<file path="src/rtl/riscmakers_mem_arbiter.sv">
// riscmakers_mem_arbiter
//
// Purpose: shares the single memory-adapter request port between the I$ and
// D$ miss/write paths. One requester wins per transaction. D$ has priority,
// and a starvation counter forces an I$ win after StarveLimit consecutive
// I$ losses. A per-tid table records which cache issued each in-flight
// transaction, so that every memory return is routed back to its owner.
//
// Ports:
//   clk_i, rst_ni              clock, asynchronous active-low reset
//   ic_req_i/data_i/tid_i      I$ request (held until ic_ack_o), payload, tid
//   ic_ack_o                   single-cycle accept pulse to I$
//   dc_req_i/data_i/tid_i      D$ request (held until dc_ack_o), payload, tid
//   dc_ack_o                   single-cycle accept pulse to D$
//   mem_req_o/data_o/tid_o     registered request to the adapter
//   mem_ack_i                  adapter accept
//   mem_rtrn_vld_i/tid_i       adapter return
//   ic_rtrn_vld_o/dc_rtrn_vld_o return routed to its owner
//   busy_o                     transactions outstanding or grant in progress
//   err_o                      sticky: a return arrived with an untracked tid
//   perf_*_o                   grant/stall counters (wrap modulo 2**32)
//
// Optional feature: define RISCMAKERS_ARB_PERF_EN to build the perf counters;
// when it is undefined, the perf outputs are tied to 0.

module riscmakers_mem_arbiter #(
  parameter int unsigned ReqWidth       = 128,
  parameter int unsigned TidWidth       = 2,
  parameter int unsigned MaxOutstanding = 4,
  parameter int unsigned StarveLimit    = 8
) (
  input  logic                clk_i,
  input  logic                rst_ni,
  input  logic                ic_req_i,
  input  logic [ReqWidth-1:0] ic_data_i,
  input  logic [TidWidth-1:0] ic_tid_i,
  output logic                ic_ack_o,
  input  logic                dc_req_i,
  input  logic [ReqWidth-1:0] dc_data_i,
  input  logic [TidWidth-1:0] dc_tid_i,
  output logic                dc_ack_o,
  output logic                mem_req_o,
  output logic [ReqWidth-1:0] mem_data_o,
  output logic [TidWidth-1:0] mem_tid_o,
  input  logic                mem_ack_i,
  input  logic                mem_rtrn_vld_i,
  input  logic [TidWidth-1:0] mem_rtrn_tid_i,
  output logic                ic_rtrn_vld_o,
  output logic                dc_rtrn_vld_o,
  output logic                busy_o,
  output logic                err_o,
  output logic [31:0]         perf_ic_grants_o,
  output logic [31:0]         perf_dc_grants_o,
  output logic [31:0]         perf_stall_o
);

  localparam int unsigned NumTids  = 2 ** TidWidth;
  localparam int unsigned CntWidth = $clog2(MaxOutstanding + 1);
  localparam int unsigned StvWidth = $clog2(StarveLimit + 1);

  typedef enum logic [1:0] {StIdle, StGntIc, StGntDc} state_e;

  state_e              r_state;
  logic                r_mem_req;
  logic [ReqWidth-1:0] r_mem_data;
  logic [TidWidth-1:0] r_mem_tid;
  logic [NumTids-1:0]  r_valid;
  logic [NumTids-1:0]  r_owner_dc;
  logic [CntWidth-1:0] r_count;
  logic [StvWidth-1:0] r_starve;
  logic                r_err;

  logic w_room, w_ic_elig, w_dc_elig, w_force_ic, w_pick_ic, w_pick_dc;
  logic w_ic_ack, w_dc_ack, w_ack, w_rtrn_hit, w_rtrn_miss;

  // Eligibility uses the registered valid bit only. A return for the same
  // tid in this cycle therefore unblocks the requester one cycle later.
  assign w_room     = r_count < CntWidth'(MaxOutstanding);
  assign w_ic_elig  = ic_req_i && !r_valid[ic_tid_i] && w_room;
  assign w_dc_elig  = dc_req_i && !r_valid[dc_tid_i] && w_room;
  assign w_force_ic = (r_starve == StvWidth'(StarveLimit)) && w_ic_elig;
  assign w_pick_dc  = (r_state == StIdle) && w_dc_elig && !w_force_ic;
  assign w_pick_ic  = (r_state == StIdle) && w_ic_elig && !w_pick_dc;

  assign w_ic_ack = (r_state == StGntIc) && mem_ack_i;
  assign w_dc_ack = (r_state == StGntDc) && mem_ack_i;
  assign w_ack    = w_ic_ack || w_dc_ack;

  assign w_rtrn_hit  = mem_rtrn_vld_i && r_valid[mem_rtrn_tid_i];
  assign w_rtrn_miss = mem_rtrn_vld_i && !r_valid[mem_rtrn_tid_i];

  // Grant FSM with registered request outputs.
  always_ff @(posedge clk_i or negedge rst_ni) begin
    if (!rst_ni) begin
      r_state    <= StIdle;
      r_mem_req  <= 1'b0;
      r_mem_data <= '0;
      r_mem_tid  <= '0;
    end else begin
      unique case (r_state)
        StIdle: begin
          if (w_pick_dc) begin
            r_state    <= StGntDc;
            r_mem_req  <= 1'b1;
            r_mem_data <= dc_data_i;
            r_mem_tid  <= dc_tid_i;
          end else if (w_pick_ic) begin
            r_state    <= StGntIc;
            r_mem_req  <= 1'b1;
            r_mem_data <= ic_data_i;
            r_mem_tid  <= ic_tid_i;
          end
        end
        StGntIc, StGntDc: begin
          if (mem_ack_i) begin
            r_state   <= StIdle;
            r_mem_req <= 1'b0;
          end
        end
        default: begin
          r_state   <= StIdle;
          r_mem_req <= 1'b0;
        end
      endcase
    end
  end

  // Starvation counter: counts D$ wins taken while I$ was waiting.
  always_ff @(posedge clk_i or negedge rst_ni) begin
    if (!rst_ni) begin
      r_starve <= '0;
    end else if (w_pick_ic) begin
      r_starve <= '0;
    end else if (w_pick_dc && ic_req_i && (r_starve != StvWidth'(StarveLimit))) begin
      r_starve <= r_starve + StvWidth'(1);
    end
  end

  // Tracking table and outstanding count. The granted tid was ineligible
  // while valid, so it never collides with a same-cycle return.
  always_ff @(posedge clk_i or negedge rst_ni) begin
    if (!rst_ni) begin
      r_valid    <= '0;
      r_owner_dc <= '0;
      r_count    <= '0;
      r_err      <= 1'b0;
    end else begin
      if (w_rtrn_hit) begin
        r_valid[mem_rtrn_tid_i] <= 1'b0;
      end
      if (w_ack) begin
        r_valid[r_mem_tid]    <= 1'b1;
        r_owner_dc[r_mem_tid] <= w_dc_ack;
      end
      if (w_rtrn_miss) begin
        r_err <= 1'b1;
      end
      case ({w_ack, w_rtrn_hit})
        2'b10:   r_count <= r_count + CntWidth'(1);
        2'b01:   r_count <= r_count - CntWidth'(1);
        default: r_count <= r_count;
      endcase
    end
  end

  assign ic_ack_o      = w_ic_ack;
  assign dc_ack_o      = w_dc_ack;
  assign mem_req_o     = r_mem_req;
  assign mem_data_o    = r_mem_data;
  assign mem_tid_o     = r_mem_tid;
  assign ic_rtrn_vld_o = w_rtrn_hit && !r_owner_dc[mem_rtrn_tid_i];
  assign dc_rtrn_vld_o = w_rtrn_hit && r_owner_dc[mem_rtrn_tid_i];
  assign busy_o        = (r_count != '0) || (r_state != StIdle);
  assign err_o         = r_err;

`ifdef RISCMAKERS_ARB_PERF_EN
  logic [31:0] r_perf_ic, r_perf_dc, r_perf_stall;
  logic        w_stall;

  // A stall is an idle cycle with a pending request that nobody can take.
  assign w_stall = (r_state == StIdle) && (ic_req_i || dc_req_i) && !w_ic_elig && !w_dc_elig;

  always_ff @(posedge clk_i or negedge rst_ni) begin
    if (!rst_ni) begin
      r_perf_ic    <= '0;
      r_perf_dc    <= '0;
      r_perf_stall <= '0;
    end else begin
      if (w_pick_ic) r_perf_ic <= r_perf_ic + 32'd1;
      if (w_pick_dc) r_perf_dc <= r_perf_dc + 32'd1;
      if (w_stall)   r_perf_stall <= r_perf_stall + 32'd1;
    end
  end

  assign perf_ic_grants_o = r_perf_ic;
  assign perf_dc_grants_o = r_perf_dc;
  assign perf_stall_o     = r_perf_stall;
`else
  assign perf_ic_grants_o = '0;
  assign perf_dc_grants_o = '0;
  assign perf_stall_o     = '0;
`endif

endmodule

</file>
<file path="config.mk">
export PLATFORM = sky130hd
export DESIGN_NAME = riscmakers_mem_arbiter
export DESIGN_NICKNAME = d
export VERILOG_FILES = /design/src/rtl/riscmakers_mem_arbiter.sv
export SDC_FILE = /design/constraint.sdc
export NUM_CORES = 1
export LEC_CHECK = 0
export BUFFER_PORTS_ARGS = -buffer_cell sky130_fd_sc_hd__buf_2
export CORE_AREA = 2 2 194 196
export CTS_BUF_LIST = sky130_fd_sc_hd__clkbuf_8 sky130_fd_sc_hd__clkbuf_16
export DETAILED_ROUTE_END_ITERATION = 6
export DIE_AREA = 0 0 196 198
export GPL_ROUTABILITY_DRIVEN = 0
export PLACE_DENSITY = 0.57
export SYNTH_ARGS = -nofsm -noshare
export SYNTH_HDL_FRONTEND = slang
export SYNTH_SLANG_ARGS = --single-unit
</file>
<file path="constraint.sdc">
create_clock -name clk_i -period 2.9 [get_ports clk_i]
set_input_delay 0.29 -clock clk_i [delete_from_list [all_inputs] [get_ports clk_i]]
set_output_delay 0.29 -clock clk_i [all_outputs]
set_load 0.03 [all_outputs]
</file>
# [Word level (Yosys, flattened, before mapping)]
# Cells that the tools add are included.
[totals] ff_bits=149 latch_bits=0 ram_bits=0 rom_bits=0 in_bits=268 elab_cells=96 memories=0
[classes] add_sub_neg=3 multipliers=0 n_div=0 magnitude_cmp=7 eq_ne=8 shifts=0 muxes=30 bitwise=3 n_reduce_logical=36
[op_table] cell="two-way mux 128 bit" n=2
[op_table] cell="logical AND 1 bit" n=19
[op_table] cell="two-way mux 4 bit" n=4
[op_table] cell="less-than comparator 2 x 3 -> 1 bit, second input constant" n=4
[op_table] cell="two-way mux 2 bit" n=5
[op_table] cell="two-way mux 1 bit" n=9
[op_table] cell="binary-select mux 1 bit (select 2 bit)" n=4
[op_table] cell="nonzero test 2 bit" n=4
[op_table] cell="zero test 1 bit" n=6
[op_table] cell="one-hot mux 3 bit (2 select lines)" n=1
[op_table] cell="adder 4 x 1 -> 4 bit, second input constant" n=1
[op_table] cell="bitwise AND 4 bit" n=1
[op_table] cell="bitwise mux 4 bit" n=1
[op_table] cell="demux 1 bit (select 2 bit)" n=2
[op_table] cell="== test 2 x 1 -> 1 bit, second input constant" n=2
[op_table] cell="== test 2 bit, second input constant" n=2
[op_table] cell="== test 4 bit, second input constant" n=1
[op_table] cell="greater-or-equal comparator 2 x 1 -> 1 bit, second input constant" n=2
[op_table] cell="!= test 4 bit, second input constant" n=1
[op_table] cell="NOT 4 bit" n=1
[op_table] cell="OR 4 bit" n=1
[op_table] cell="one-hot mux 2 bit (2 select lines)" n=1
[op_table] cell="AND reduction 2 bit" n=2
[op_table] cell="adder 3 x 1 -> 3 bit, second input constant" n=1
[op_table] cell="9 further kinds" n=10

# [Logic depth before layout (Yosys ltp)]
# Gate-level depths: netlist of the first run.
[depth] ltp_word=13 depth_mapped=10 depth_no_buf=10

# [Least setup slack after synthesis of the first run]
# No wires, ideal clock.
[synth_path] kind="register to register" startpoint="register r_valid[3]" endpoint="register r_mem_data[103] (netlist: mem_data_o[103])" setup_ns=0.125 t_arrival_ns=2.101 t_required_ns=2.775 setup_slack_ns=0.674 path_stages_with_launch=7 path_buffers=2 period_less_slack_ns=2.226 cell_sequence="dfrtp_1 > mux4_2 > nor2_2 > buf_2 > buf_2 > mux2_2 > mux2_2"
[synth_between] elab_chain_len=12 word_cells_on_any_way=20 cone_classes="5 x mux; 15 x reduce/logical"
[synth_lines] item="start, declared" line="67" rtl="logic [NumTids-1:0] r_valid;"
[synth_lines] item="start signal, assigned" line="143" rtl="r_valid <= '0;"
[synth_lines] item="start signal, assigned by index" line="149" rtl="r_valid[mem_rtrn_tid_i] <= 1'b0;"
[synth_lines] item="start signal, assigned by index" line="152" rtl="r_valid[r_mem_tid] <= 1'b1;"
[synth_lines] item="binary-select mux 1 bit (select 2 bit)" line="79" rtl="assign w_ic_elig = ic_req_i && !r_valid[ic_tid_i] && w_room;"
[synth_lines] item="two-way mux 1 bit (not written as such)" line="79"
[synth_lines] item="zero test 1 bit" line="79"
[synth_lines] item="logical AND 1 bit (2 in series)" line="79"
[synth_lines] item="logical AND 1 bit" line="81" rtl="assign w_force_ic = (r_starve == StvWidth'(StarveLimit)) && w_ic_elig;"
[synth_lines] item="zero test 1 bit" line="82" rtl="assign w_pick_dc = (r_state == StIdle) && w_dc_elig && !w_force_ic;"
[synth_lines] item="logical AND 1 bit" line="82"
[synth_lines] item="zero test 1 bit" line="83" rtl="assign w_pick_ic = (r_state == StIdle) && w_ic_elig && !w_pick_dc;"
[synth_lines] item="logical AND 1 bit" line="83"
[synth_lines] item="nonzero test 2 bit (no line)"
[synth_lines] item="AND reduction 2 bit (no line)"
[synth_lines] item="end signal, assigned" line="105" rtl="r_mem_data <= dc_data_i;"
[synth_lines] item="end signal, assigned" line="110" rtl="r_mem_data <= ic_data_i;"
[synth_lines] item="end, declared" line="65" rtl="logic [ReqWidth-1:0] r_mem_data;"
# Parallel ways exist; a longest one is shown, timed or not. The select of a mux whose other input is x is not followed.
# A chain may end at the register's enable or synchronous reset.

# [Final worst setup path of the first run]
[layout_path] startpoint="register r_valid[3]" endpoint="register r_mem_data[94] (netlist: mem_data_o[94])"
# Same word-level chain as after synthesis.

==> flow_metrics.py, run 1 <==
metrics = {
    "hold_path": {
        "hp-start": "dc_data_i[66]",
        "min-delay-path-class": "in -> reg",
    },
    "layout": {
        "finalCoreUtilization_pct": 30.7,
        "layout-drive-gt1-share_pct": 68.1,
        "fillers": 3797,
        "final_common_cell": "buf_2",
        "syn2layout_area_growth_pct": 33.5,
        "fin_nets": 1309,
        "final_cell_mix": "403 x buf_2, 204 x mux2_2, 149 x dfrtp_1, 96 x conb_1, 56 x mux2_4",
        "final_cells": 1523,
    },
    "worst_setup_path": {
        "crit_slowest_cell": "mux4_2",
        "critPathKind": "reg -> reg",
        "crit_arrival_ns": 2.73,
        "cp.required_ns": 3.21,
        "crit_fanout": 70,
        "crit_chain": "mux4_2, nor3b_2, a211o_4, buf_12, mux2_2",
        "worst-path-buf-inv": 1,
        "crit_path_end_kind": "flip-flop",
        "crit_start": "r_valid[3]",
        "max_stage_delay_ns": 0.55,
        "crit_family": "multiplexers",
        "r2r-start": "r_valid[3]",
        "setup.worst_path.start_class": "flip-flop",
    },
    "routing": {
        "drt_iter0_drc": 140,
        "dr_total_vias": 5941,
        "wire_per_inst_um": 14.1,
        "ant_nets": 0,
        "wirelength_um": 21500,
        "dr.pass1.iters": 4,
        "drc": 0,
        "vias_per_cell": 3.90,
    },
    "die": {
        "dieWidth_um": 196,
        "coreArea_mm2": 0.0370,
        "start_util_pct": 23.0,
        "rows": 71,
        "die_h_um": 198,
        "ios": 501,
        "die-area_mm2": 0.0388,
    },
    "yosys": {
        "syn-instance-count": 627,
        "ys_warn_count": 0,
        "netlist.area_leader.share_pct": 43.9,
        "ys_seq_area_share_pct": 43.9,
        "synth_area_mm2": 0.00849,
        "synth.area.top_cells": "dfrtp_1 44%, mux2_2 27%, mux2_4 9.9%, buf_4 9.1%, buf_8 1.1%",
        "synth.ff_latch_count": 149,
        "netlist.top_cell.by_area": "dfrtp_1",
        "avgSynthCellArea_um2": 13.5,
        "synth_cell_types": 39,
    },
    "power": {
        "power_frac_comb_pct": 55.2,
        "p_seq_share_pct": 27.6,
        "power_mw": 13.6,
        "clkPwrFrac_pct": 17.2,
        "p_leak_nw": 5.65,
        "powerDensity_mw_per_mm2": 1200,
        "swShare_pct": 40.6,
        "power_switching_mw": 5.52,
        "p_int_mw": 8.10,
        "ir_drop_mv": 0.494,
    },
    "timing": {
        "rsz0062_at_grt": "false",
        "period_share_pct": 83.5,
        "hold_violations": 0,
        "slew_viol_final": 0,
        "finClkSkew_ns": 0.0138,
        "fin_tns_setup_ns": 0,
        "min_period_ns": 2.42,
        "max_slew.worst_pin.slew_ns": 0.522,
        "timing.slew.headroom_pct": 64.7,
        "setup_violations": 0,
        "timing.fmax_ghz": 0.413,
    },
    "global_routing": {
        "grt_overflow": 0,
        "grt_first_pass_wirelength_um": 32400,
        "grt_max_degree": 74,
        "grt_pass1_vias": 5922,
        "grt_util_all_layers_pct": 10.8,
        "antenna_found_initial": 3,
    },
    "cts": {
        "clockBufferDepth": 2,
        "tritoncts": "yes",
        "cts_resized": 0,
        "cts.sinks": 149,
        "clock_latency_ns": 0.43,
        "clockRootBuffer": "clkbuf_16",
        "cts_inserted_buffers": 17,
        "cts_max_level": 4,
        "path_clk_slew_ns": 0.07,
    },
    "run_status": {
        "status": "completed",
    },
    "flow_run": {
        "maxCapViolations": 0,
    },
    "place": {
        "portBuffers": 404,
        "dpl.hpwl_um": 16800,
        "placed_cells": 1488,
    },
}
[metrics by stage]
stage | hold WS, ns | setup slack (ns) | cell area, um^2
after floorplan | -0.00559 | 0.674 | 8840
after global placement | 0.253 | 0.465 | 10700
after detailed placement | 0.250 | 0.455 | 10700
after CTS | 0.0459 | 0.498 | 11300
after global routing | 0.0475 | 0.388 | 11300
final | 0.0852 | 0.477 | 11300
[layer usage]
metal	global-route usage (%)	routed length, um	up-vias
met5	0	13	-
li1	-	-	2841
met1	12.6	8940	2835
met4	2.78	172	2
met2	18.6	10700	252
met3	4.17	1620	11
[area by class of cell]
class                      count  area [um^2]  share of cell area, %
sequential                   149         3730                   32.9
multi-input combinational    438         4140                   36.5
timing repair buffer         418         2210                   19.5
inverter                      10         37.5                  0.331
antenna                        2         5.00                 0.0442
clock inverter                15          189                   1.67
clock buffer                  17          425                   3.75
tap                          474          593                   5.23
[worst reg2reg max path: stages, from the launching register on]
cell     delay, ns
dfrtp_1       0.43
mux4_2        0.55
nor3b_2       0.29
a211o_4       0.22
buf_12        0.28
mux2_2        0.53
[worst paths after layout]
| kind | to | slack, ns | cells after the start |
|---|---|---|---|
| max in group asynchronous | mem_data_o[108] | 1.79 | 3 |
| worst max register to register | mem_data_o[94] | 0.48 | 5 |
| worst min-delay path | mem_data_o[66] | 0.09 | 2 |
| min in group asynchronous | mem_data_o[0] | 0.33 | 2 |
| worst min register to register | err_o | 0.50 | 1 |
| worst max-delay path | mem_data_o[94] | 0.48 | 5 |
[cell families after synthesis]
group                    count (synthesis)  synth area share [%]
multiplexers                           266                  38.3
flip-flops                             149                  43.9
buffers and inverters                  135                  11.6
AO/OA/AOI/OAI                           32                  2.30
AND/OR/NAND/NOR                         31                  2.06
adder cells (fa/ha/maj)                  7                  1.12
XOR/XNOR                                 6                 0.619
other                                    1                0.0442
[Yosys cell counts (all sizes together)]
library cell  instances
a22o                  2
nor3b                 1
o21ai                14
mux2i                 2
nand3b                3
nor4                  1
o21bai                2
and2                  1
and3b                 1
nand3                 1
dfrtp               149
or4                   1
a21oi                 6
xnor2                 5
fa                    1
nand2b                3
mux4                  4
nor4b                 1
nand4                 1
inv                  10
a21boi                1
nor2b                 1
mux2                260
a211oi                1
a211o                 2
nor3                  1
ha                    6
nand2                 9
conb                  1
and3                  1
buf                 125
o31ai                 4
xor2                  1
nor2                  5
[power by group through the flow]
stage | clock network, mW | registers (mW) | logic [mW]
6_report | 2.34 | 3.76 | 7.52
5_1_grt | 2.53 | 3.91 | 8.06
4_1_cts | 2.44 | 3.77 | 7.62
3_5_place_dp | 0 | 3.78 | 7.61
3_3_place_gp | 0 | 3.76 | 7.50
2_1_floorplan | 0 | 5.60 | 4.00
[flip-flops by register name, summed over array words and instances (netlist names)]
| register | count |
|---|---|
| r_valid | 4 |
| r_starve | 4 |
| err_o | 1 |
| r_state | 2 |
| mem_tid_o | 2 |
| mem_req_o | 1 |
| r_count | 3 |
| r_owner_dc | 4 |
| mem_data_o | 128 |
[what timing repair did]
| action | in CTS | in global routing |
|---|---|---|
| buffers inserted | 0 | 0 |
| hold endpoints to repair | 41 | 0 |
| hold buffers | 1 | 0 |
No activity file was read; power rests on OpenSTA's default activity.
==> inputs of run 2 (changes only) <==
Clock period 2.9 ns to 2.49 ns, I/O delays scaled along.
==> run 2 against run 1 <==
Non-clock buffer count increased by 21. Clock skew decreased by 0.0033 ns. Critical path depth unchanged. Flip-flop and latch count unchanged. Worst setup slack got worse by 0.32 ns. Clock power increased by 5%. Fmax increased by 3.8%. Sequential share of layout area decreased by 0.43 points. Final cell count increased by 1.1%. Largest cell class unchanged.
==> flow_metrics.py, run 2 (synthesis gave the netlist of run 1 again) <==
metrics = {
    "cts": {
        "cts_resized": 0,
        "tritoncts": "yes",
        "clockRootBuffer": "clkbuf_16",
        "path_clk_slew_ns": 0.06,
        "cts_max_level": 4,
        "clockBufferDepth": 2,
        "cts.sinks": 149,
        "clock_latency_ns": 0.43,
        "cts_inserted_buffers": 17,
    },
    "power": {
        "ir_drop_mv": 0.519,
        "power_frac_comb_pct": 56.9,
        "p_leak_nw": 5.73,
        "power_mw": 15.8,
        "clkPwrFrac_pct": 15.5,
        "p_seq_share_pct": 27.6,
        "powerDensity_mw_per_mm2": 1380,
        "power_switching_mw": 6.45,
        "swShare_pct": 40.7,
        "p_int_mw": 9.39,
    },
    "place": {
        "post_dp_cell_area_mm2": 0.0109,
        "portBuffers": 404,
        "dpl.hpwl_um": 17600,
    },
    "global_routing": {
        "grt_overflow": 0,
        "antenna_found_initial": 1,
        "grt_util_all_layers_pct": 10.9,
        "grt_pass1_vias": 6052,
        "grt_first_pass_wirelength_um": 32900,
        "grt_max_degree": 63,
    },
    "layout": {
        "fin_nets": 1330,
        "final_cell_mix": "403 x buf_2, 204 x mux2_2, 149 x dfrtp_1, 96 x conb_1, 56 x mux2_4",
        "final_common_cell": "buf_2",
        "finalCoreUtilization_pct": 31.1,
        "syn2layout_area_growth_pct": 35.3,
        "fin_area_mm2": 0.0115,
        "largest_reg_flops": 128,
        "layout-drive-gt1-share_pct": 68.8,
    },
    "routing": {
        "dr.pass1.iters": 4,
        "met1_length_um": 9130,
        "dr_total_vias": 6037,
        "vias_per_cell": 3.92,
        "wirelength_um": 21800,
        "drt_iter0_drc": 130,
        "routed-wl-met2_um": 10900,
        "wl_met3_um": 1550,
        "topRoutingLayerUsed": "met4",
        "ant_nets": 0,
        "drc": 0,
        "wire_per_inst_um": 14.2,
    },
    "hold_path": {
        "hp-start": "dc_data_i[40]",
        "min-delay-path-class": "in -> reg",
    },
    "timing": {
        "slew_viol_final": 0,
        "min_period_ns": 2.33,
        "period_share_pct": 93.7,
        "fin_tns_setup_ns": 0,
        "setup_violations": 0,
        "timing.slew.headroom_pct": 64.0,
        "finClkSkew_ns": 0.0105,
        "rsz0062_at_grt": "false",
        "max_slew.worst_pin.slew_ns": 0.532,
        "hold_violations": 0,
        "timing.fmax_ghz": 0.429,
    },
    "die": {
        "dieWidth_um": 196,
        "ios": 501,
        "start_util_pct": 23.0,
        "coreArea_mm2": 0.0370,
        "rows": 71,
        "die-area_mm2": 0.0388,
        "die_h_um": 198,
    },
    "worst_setup_path": {
        "cp.required_ns": 2.81,
        "crit_fanout": 62,
        "critPathKind": "reg -> reg",
        "crit_path_end_kind": "flip-flop",
        "crit_start": "r_valid[3]",
        "r2r-start": "r_valid[3]",
        "crit_arrival_ns": 2.65,
        "setup.worst_path.start_class": "flip-flop",
    },
    "flow_run": {
        "maxCapViolations": 0,
    },
    "run_status": {
        "status": "completed",
    },
}
-- run 2: changes by cell type in the layout (fill, tap and decap cells not counted) --
| cell | change |
|---|---|
| buf_4 | +16 |
| buf_12 | +5 |
| bufinv_16 | -3 |
| clkbuf_8 | +3 |
| inv_1 | -2 |
| clkinv_4 | -1 |
| clkinvlp_4 | +1 |
| diode_2 | -1 |
| inv_6 | -1 |
-- run 2: cell type report --
| class | count | area [um^2] |
|---|---|---|
| fillers | 3800 | 25500 |
| multi-input cells | 438 | 4140 |
| flip-flops and latches | 149 | 3730 |
| repair buffers | 439 | 2430 |
| well taps | 474 | 593 |
| clock buffers | 20 | 467 |
| clock inverters | 9 | 81.3 |
| inverters | 10 | 37.5 |
| diodes | 1 | 2.50 |
-- run 2: worst max-delay path, stage by stage (launching register included) --
cell	delay [ns]
dfrtp_1	0.43
mux4_2	0.56
nor2_4	0.19
buf_12	0.28
mux2_2	0.39
mux2_4	0.25
-- run 2: stage by stage --
stage                     cells  hold WS, ns  setup WS [ns]
after floorplan             722      -0.0466          0.264
after global placement     1509        0.175          0.214
after detailed placement   1509        0.184          0.175
after CTS                  1539      0.00841          0.170
after global routing       1539      0.00505         0.0969
final                      1540       0.0410          0.157
-- run 2: worst paths after layout --
check | end | cells after the start | slack, ns
min in group asynchronous | mem_data_o[0] | 2 | 0.28
min reg2reg | err_o | 1 | 0.48
min | mem_data_o[40] | 2 | 0.04
max reg2reg | mem_data_o[11] | 5 | 0.16
max in group asynchronous | mem_data_o[97] | 3 | 1.57
max | mem_data_o[11] | 5 | 0.16
-- run 2: timing repair --
item / in CTS / in global routing
setup endpoints to repair: 0 / 0
hold buffers: 1 / 0
endpoints found under the hold margin: 35 / 0
setup buffers: 0 / 0
-- run 2: power groups by stage --
| stage | clock network (mW) | logic, mW | registers, mW |
|---|---|---|---|
| after CTS | 2.55 | 9.12 | 4.40 |
| after global routing | 2.66 | 9.61 | 4.56 |
| after floorplan | 0 | 4.66 | 6.52 |
| after detailed placement | 0 | 9.12 | 4.41 |
| after global placement | 0 | 8.97 | 4.40 |
| final | 2.45 | 9.01 | 4.38 |
-- run 2: metal layers --
metal / vias up / GRT usage (%)
li1: 2874 / -
met1: 2879 / 13.0
met2: 269 / 18.5
met3: 15 / 3.54
met4: 0 / 3.48
met5: - / 0
